### config.mk
export PLATFORM = sky130hd
export DESIGN_NAME = muldiv_ctrl
export DESIGN_NICKNAME = d
export VERILOG_FILES = /design/src/rtl/muldiv_ctrl.sv
export SDC_FILE = /design/constraint.sdc
export NUM_CORES = 1
export LEC_CHECK = 0
export CORE_MARGIN = 5
export CORE_UTILIZATION = 40
export CTS_CLUSTER_DIAMETER = 60
export DETAILED_ROUTE_END_ITERATION = 8
export PLACE_DENSITY = 0.61
export SLEW_MARGIN = 10
export SYNTH_ARGS = -nofsm -noshare
export SYNTH_HDL_FRONTEND = slang
export SYNTH_SLANG_ARGS = --single-unit
### constraint.sdc
create_clock -name clk -period 6.1 [get_ports clk]
set_clock_uncertainty 0.2 [all_clocks]
set_input_delay 1.83 -clock clk [delete_from_list [all_inputs] [get_ports clk]]
set_output_delay 1.83 -clock clk [all_outputs]
set_load 0.02 [all_outputs]
### src/rtl/muldiv_ctrl.sv
// Iterative HI/LO multiply/divide sequencer for the EX stage.
// Works on operand magnitudes for 32 cycles, then applies the sign fix-up when it writes HI/LO.
module muldiv_ctrl #(
  parameter int WIDTH = 32
) (
  input  logic             clk,
  input  logic             resetn,
  input  logic             start,
  input  logic             is_div,
  input  logic             is_signed,
  input  logic [WIDTH-1:0] op_a,
  input  logic [WIDTH-1:0] op_b,
  input  logic             flush,
  output logic             stall,
  output logic             valid,
  output logic [WIDTH-1:0] hi,
  output logic [WIDTH-1:0] lo
);

  localparam logic [1:0] S_IDLE = 2'd0;
  localparam logic [1:0] S_BUSY = 2'd1;
  localparam logic [1:0] S_DONE = 2'd2;
  localparam int CW = $clog2(WIDTH);
  localparam logic [CW-1:0] CNT_LAST = CW'(WIDTH - 1);

  logic [1:0]       state_q, state_d;
  logic [CW-1:0]    cnt_q, cnt_d;
  logic             valid_q, valid_d;
  logic [WIDTH-1:0] hi_q, hi_d, lo_q, lo_d;
  // opnd: multiplicand or divisor; acc: upper product half or remainder; sr: multiplier or quotient
  logic [WIDTH-1:0] opnd_q, opnd_d, acc_q, acc_d, sr_q, sr_d;
  logic             is_div_q, is_div_d, is_signed_q, is_signed_d;
  logic             sign_a_q, sign_a_d, sign_b_q, sign_b_d;

  logic [WIDTH:0]     mul_sum, div_sh;
  logic [WIDTH-1:0]   div_diff;
  logic               div_ge;
  logic [2*WIDTH-1:0] prod;
  logic [WIDTH-1:0]   quot, rem;

  function automatic logic [WIDTH-1:0] magnitude(input logic [WIDTH-1:0] x, input logic sgn);
    return (sgn && x[WIDTH-1]) ? -x : x;
  endfunction

  assign mul_sum  = {1'b0, acc_q} + (sr_q[0] ? {1'b0, opnd_q} : '0);
  assign div_sh   = {acc_q, sr_q[WIDTH-1]};
  assign div_ge   = div_sh >= {1'b0, opnd_q};
  // When the trial succeeds the difference is below the divisor, so WIDTH bits suffice.
  assign div_diff = div_sh[WIDTH-1:0] - opnd_q;

  always_comb begin
    prod = {acc_q, sr_q};
    if (is_signed_q && (sign_a_q ^ sign_b_q)) prod = -prod;
    quot = sr_q;
    if (is_signed_q && (sign_a_q ^ sign_b_q)) quot = -quot;
    rem = acc_q;
    if (is_signed_q && sign_a_q) rem = -rem;
  end

  always_comb begin
    state_d     = state_q;
    cnt_d       = cnt_q;
    valid_d     = 1'b0;
    hi_d        = hi_q;
    lo_d        = lo_q;
    opnd_d      = opnd_q;
    acc_d       = acc_q;
    sr_d        = sr_q;
    is_div_d    = is_div_q;
    is_signed_d = is_signed_q;
    sign_a_d    = sign_a_q;
    sign_b_d    = sign_b_q;
    case (state_q)
      S_IDLE: begin
        if (start && !flush) begin
          is_div_d    = is_div;
          is_signed_d = is_signed;
          sign_a_d    = is_signed && op_a[WIDTH-1];
          sign_b_d    = is_signed && op_b[WIDTH-1];
          opnd_d      = is_div ? magnitude(op_b, is_signed) : magnitude(op_a, is_signed);
          sr_d        = is_div ? magnitude(op_a, is_signed) : magnitude(op_b, is_signed);
          acc_d       = '0;
          cnt_d       = CNT_LAST;
          state_d     = S_BUSY;
        end
      end
      S_BUSY: begin
        if (is_div_q) begin
          acc_d = div_ge ? div_diff : div_sh[WIDTH-1:0];
          sr_d  = {sr_q[WIDTH-2:0], div_ge};
        end else begin
          acc_d = mul_sum[WIDTH:1];
          sr_d  = {mul_sum[0], sr_q[WIDTH-1:1]};
        end
        cnt_d = cnt_q - CW'(1);
        if (cnt_q == '0) state_d = S_DONE;
      end
      S_DONE: begin
        hi_d    = is_div_q ? rem  : prod[2*WIDTH-1:WIDTH];
        lo_d    = is_div_q ? quot : prod[WIDTH-1:0];
        valid_d = 1'b1;
        state_d = S_IDLE;
      end
      default: state_d = S_IDLE;
    endcase
    // A flush abandons whatever is in flight and must never reach HI/LO.
    if (flush) begin
      state_d = S_IDLE;
      valid_d = 1'b0;
      hi_d    = hi_q;
      lo_d    = lo_q;
    end
  end

  always_ff @(posedge clk) begin
    if (!resetn) begin
      state_q <= S_IDLE;
      cnt_q   <= '0;
      valid_q <= 1'b0;
      hi_q    <= '0;
      lo_q    <= '0;
    end else begin
      state_q <= state_d;
      cnt_q   <= cnt_d;
      valid_q <= valid_d;
      hi_q    <= hi_d;
      lo_q    <= lo_d;
    end
  end

  always_ff @(posedge clk) begin
    opnd_q      <= opnd_d;
    acc_q       <= acc_d;
    sr_q        <= sr_d;
    is_div_q    <= is_div_d;
    is_signed_q <= is_signed_d;
    sign_a_q    <= sign_a_d;
    sign_b_q    <= sign_b_d;
  end

  assign stall = !flush && ((state_q == S_IDLE && start) || state_q == S_BUSY || state_q == S_DONE);
  assign valid = valid_q;
  assign hi    = hi_q;
  assign lo    = lo_q;

endmodule

==> qor.json <==
{
  "run_status": {"value": "completed"},
  "post-cts-setup-buffer-count": {"value": 0},
  "critPathMaxFanout": {"value": 2},
  "boundaryPins": {"value": 136},
  "worst_path_largest_cell_delay": {"value": 0.64, "unit": "ns"},
  "postSynthCellCount": {"value": 1721},
  "vias_per_cell": {"value": 5.87},
  "grt_use_met2": {"value": 36.8, "unit": "%"},
  "dieArea": {"value": 39700, "unit": "um^2"},
  "detail_route.wl_per_cell": {"value": 20.8, "unit": "um"},
  "setup.worst_path.start_class": {"value": "primary input"},
  "setup_tns": {"value": 0, "unit": "ns"},
  "final.setup.worst_slack": {"value": 0.878, "unit": "ns"},
  "placed_cell_area": {"value": 16000, "unit": "um^2"},
  "grt_use_total": {"value": 23.4, "unit": "%"},
  "synthesis.area": {"value": 14300, "unit": "um^2"},
  "antenna_found_initial": {"value": 0},
  "syn_nets": {"value": 1863},
  "detail_route.iter0.violations": {"value": 1175},
  "cts_sinks": {"value": 172},
  "numPortBuffers": {"value": 135},
  "num_rows": {"value": 69},
  "nFillCells": {"value": 3451},
  "num_vias": {"value": 13328},
  "die_h": {"value": 199, "unit": "um"},
  "required": {"value": 4.07, "unit": "ns"},
  "drt_pre_antenna_iters": {"value": 5},
  "drv.max_cap_violation_count": {"value": 0},
  "total_leakage_power": {"value": 0.00696, "unit": "uW"},
  "gr-max-usage-layer": {"value": "met2"},
  "use_met3": {"value": 3.96, "unit": "%"},
  "total_number_of_h_tree_levels": {"value": 4},
  "chipWidth": {"value": 199, "unit": "um"},
  "cts_resized": {"value": 0},
  "finalMaxSlewViolations": {"value": 0},
  "cpLargestDelayFamily": {"value": "buffers and inverters"},
  "first_global_vias": {"value": 12961},
  "cts_tree": {"value": "done"},
  "rsz0062_at_grt": {"value": "no"},
  "ys_ff_latch": {"value": 172},
  "gr-usage-met1": {"value": 31.8, "unit": "%"},
  "numCtsBuffers": {"value": 17},
  "grt_max_degree": {"value": 60},
  "nets": {"value": 1940},
  "setup_viol": {"value": 0},
  "timing.critical_path.mode_cell": {"value": "clkdlybuf4s50_1"},
  "yosysWarnings": {"value": 0},
  "placeableCoreArea": {"value": 35500, "unit": "um^2"},
  "clock_latency": {"value": 0.45, "unit": "ns"},
  "yosysSeqAreaShare": {"value": 31.0, "unit": "%"},
  "power-per-cell-area": {"value": 210, "unit": "nW/um^2"},
  "timing.critical_path.slowest_stage_cell": {"value": "clkdlybuf4s50_1"},
  "worstMarginPinSlew": {"value": 1.12, "unit": "ns"},
  "final_design_area_no_fill": {"value": 16700, "unit": "um^2"},
  "path_cells": {"value": "clkdlybuf4s50_1 -> nor3_1 -> a211oi_1 -> clkdlybuf4s50_1"},
  "final_min_period_over_clock_period": {"value": 85.6, "unit": "%"},
  "final_critical_delay_including_setup_and_external_delays": {"value": 5.22, "unit": "ns"},
  "synth.avg_cell_area": {"value": 8.33, "unit": "um^2"},
  "min_path_type": {"value": "reg2reg"},
  "synth_cell_types": {"value": 82},
  "final_layout_size_suffix_gt1_share": {"value": 5.30, "unit": "%"},
  "gp_routability_congestion": {"value": 0.942},
  "syn_to_final_growth": {"value": 16.2, "unit": "%"},
  "initial_core_util": {"value": 40.4, "unit": "%"},
  "clock_tree.root_cell": {"value": "clkbuf_16"},
  "clkTransAtPathRegs": {"value": 0.07, "unit": "ns"},
  "setup.worst_path.class": {"value": "in2out"},
  "final_hold_violations": {"value": 0},
  "path_buf_inv": {"value": 2},
  "vdd_ir_drop_max": {"value": 0.223, "unit": "mV"},
  "post-place-ws": {"value": 0.709, "unit": "ns"},
  "ant_nets": {"value": 0},
  "slew_headroom": {"value": 25.0, "unit": "%"},
  "antenna-diode-count": {"value": 0},
  "synth-edff-count": {"value": 100},
  "dp_hpwl": {"value": 36.3, "unit": "mm"},
  "cts_max_path_buffers": {"value": 2},
  "worst_setup_path_end_kind": {"value": "primary output"},
  "fin_worst_hold_slack": {"value": 0.263, "unit": "ns"},
  "fmax": {"value": 0.192, "unit": "GHz"},
  "holdBufCountCts": {"value": 0},
  "asyncSetResetFlopFracSynth": {"value": 0, "unit": "%"},
  "synth_flop_cell": {"value": "edfxtp_1"},
  "drt_drc_violations_left": {"value": 0},
  "wire_length_of_the_first_global_routing_pass": {"value": 72.7, "unit": "mm"},
  "critical_path_arrival": {"value": 3.19, "unit": "ns"},
  "totalWireLength": {"value": 47.4, "unit": "mm"},
  "grt_overflow": {"value": 0},
  "final_util": {"value": 47.0, "unit": "%"}
}
-- cell usage after synthesis (all sizes together) (13+ instances only) --
cell type | n | share of area [%]
nand2 | 175 | 4.6
a21oi | 168 | 5.9
nor2 | 155 | 4.1
o21ai | 108 | 3.8
edfxtp | 100 | 21
xnor2 | 92 | 5.6
xor2 | 81 | 4.9
clkbuf | 80 | 2.1
dfxtp | 72 | 10
ha | 70 | 6.1
inv | 70 | 1.8
mux2i | 70 | 4.9
o211a | 52 | 3.6
a21o | 34 | 1.8
nor3 | 33 | 1.2
nand3 | 28 | 0.98
nor4 | 25 | 1.2
and2 | 22 | 0.96
nand4 | 21 | 0.92
a211oi | 20 | 1.0
o31ai | 20 | 1.0
buf | 17 | 0.62
nand2b | 15 | 0.65
o21a | 15 | 0.79
a31oi | 13 | 0.57
nor2b | 13 | 0.57
o41ai | 13 | 0.85
or4 | 13 | 0.73
-- worst register-to-register path, delay by kind of cell (launching register included) --
kind / cells / cell delay [ns]
AOI/OAI and AO/OA: 9 / 2.57
adders and majority gates: 1 / 0.37
buffers and inverters: 2 / 0.76
DFF: 1 / 0.54
and+or+nand+nor: 1 / 0.08
-- flip-flops by register name, indices dropped and copies added (netlist names) --
name,cells
acc_q,32
cnt_q,5
hi,32
is_div_q,1
is_signed_q,1
lo,32
opnd_q,32
sign_a_q,1
sign_b_q,1
sr_q,32
state_q,2
valid,1
-- placed cells by master (no fill, tap or decap), types with 21 or more instances in the layout --
master	netlist	routed
a21oi_1	167	167
xor2_1	81	81
inv_1	70	70
a21o_1	34	34
o21ai_0	90	90
nand4_1	21	21
xnor2_1	92	92
mux2i_1	70	70
dfxtp_1	72	72
nand3_1	28	28
clkdlybuf4s50_1	0	133
nor3_1	32	32
o211a_1	52	52
ha_1	70	70
edfxtp_1	100	100
nand2_1	175	174
nor4_1	22	22
and2_1	22	21
nor2_1	153	153
-- cell families (layout without fill, tap and decap cells) --
group / Yosys count / count (layout) / share of synthesized area (%)
AND/OR/NAND/NOR: 541 / 541 / 18.3
AO/OA/AOI/OAI: 515 / 515 / 23.5
XOR/XNOR: 173 / 173 / 10.6
flip-flops: 172 / 172 / 31.0
buffers and inverters: 167 / 257 / 4.55
multiplexers: 81 / 81 / 5.75
adder cells (fa/ha/maj): 72 / 72 / 6.39
-- worst paths after layout --
path               end  depth (start not counted)  startpoint  slack (ns)
max              stall                          4       start        0.88
min             hi[13]                          2      hi[13]        0.26
max reg2reg  acc_q[28]                         13     sr_q[0]        1.32
min reg2reg     hi[13]                          2      hi[13]        0.26
-- cell type report --
class | instances | area, um^2 | area share (%)
Tap cell | 461 | 577 | 3.46
Clock inverter | 14 | 204 | 1.22
Inverter | 70 | 263 | 1.58
Multi-Input combinational cell | 1382 | 9260 | 55.5
Timing Repair Buffer | 155 | 1490 | 8.95
Clock buffer | 18 | 429 | 2.58
Sequential cell | 172 | 4440 | 26.7
-- metal layers --
layer	vias to the layer above	share of wire [%]
li1	6433	-
met4	0	4.6
met2	420	45
met5	-	0
met3	81	5.5
met1	6394	45
-- where the power goes --
part	switching, uW	internal [uW]
registers	76.5	1300
logic	560	373
clock network	529	665
total	1170	2330
-- through the flow --
| step | power (uW) | std cells |
|---|---|---|
| after detailed placement | 2310 | 2240 |
| after floorplan | 2010 | 1721 |
| after global routing | 3670 | 2272 |
| after global placement | 2310 | 2240 |
| after CTS | 3510 | 2272 |
| final | 3500 | 2272 |
(Power assumes the default switching activity.)
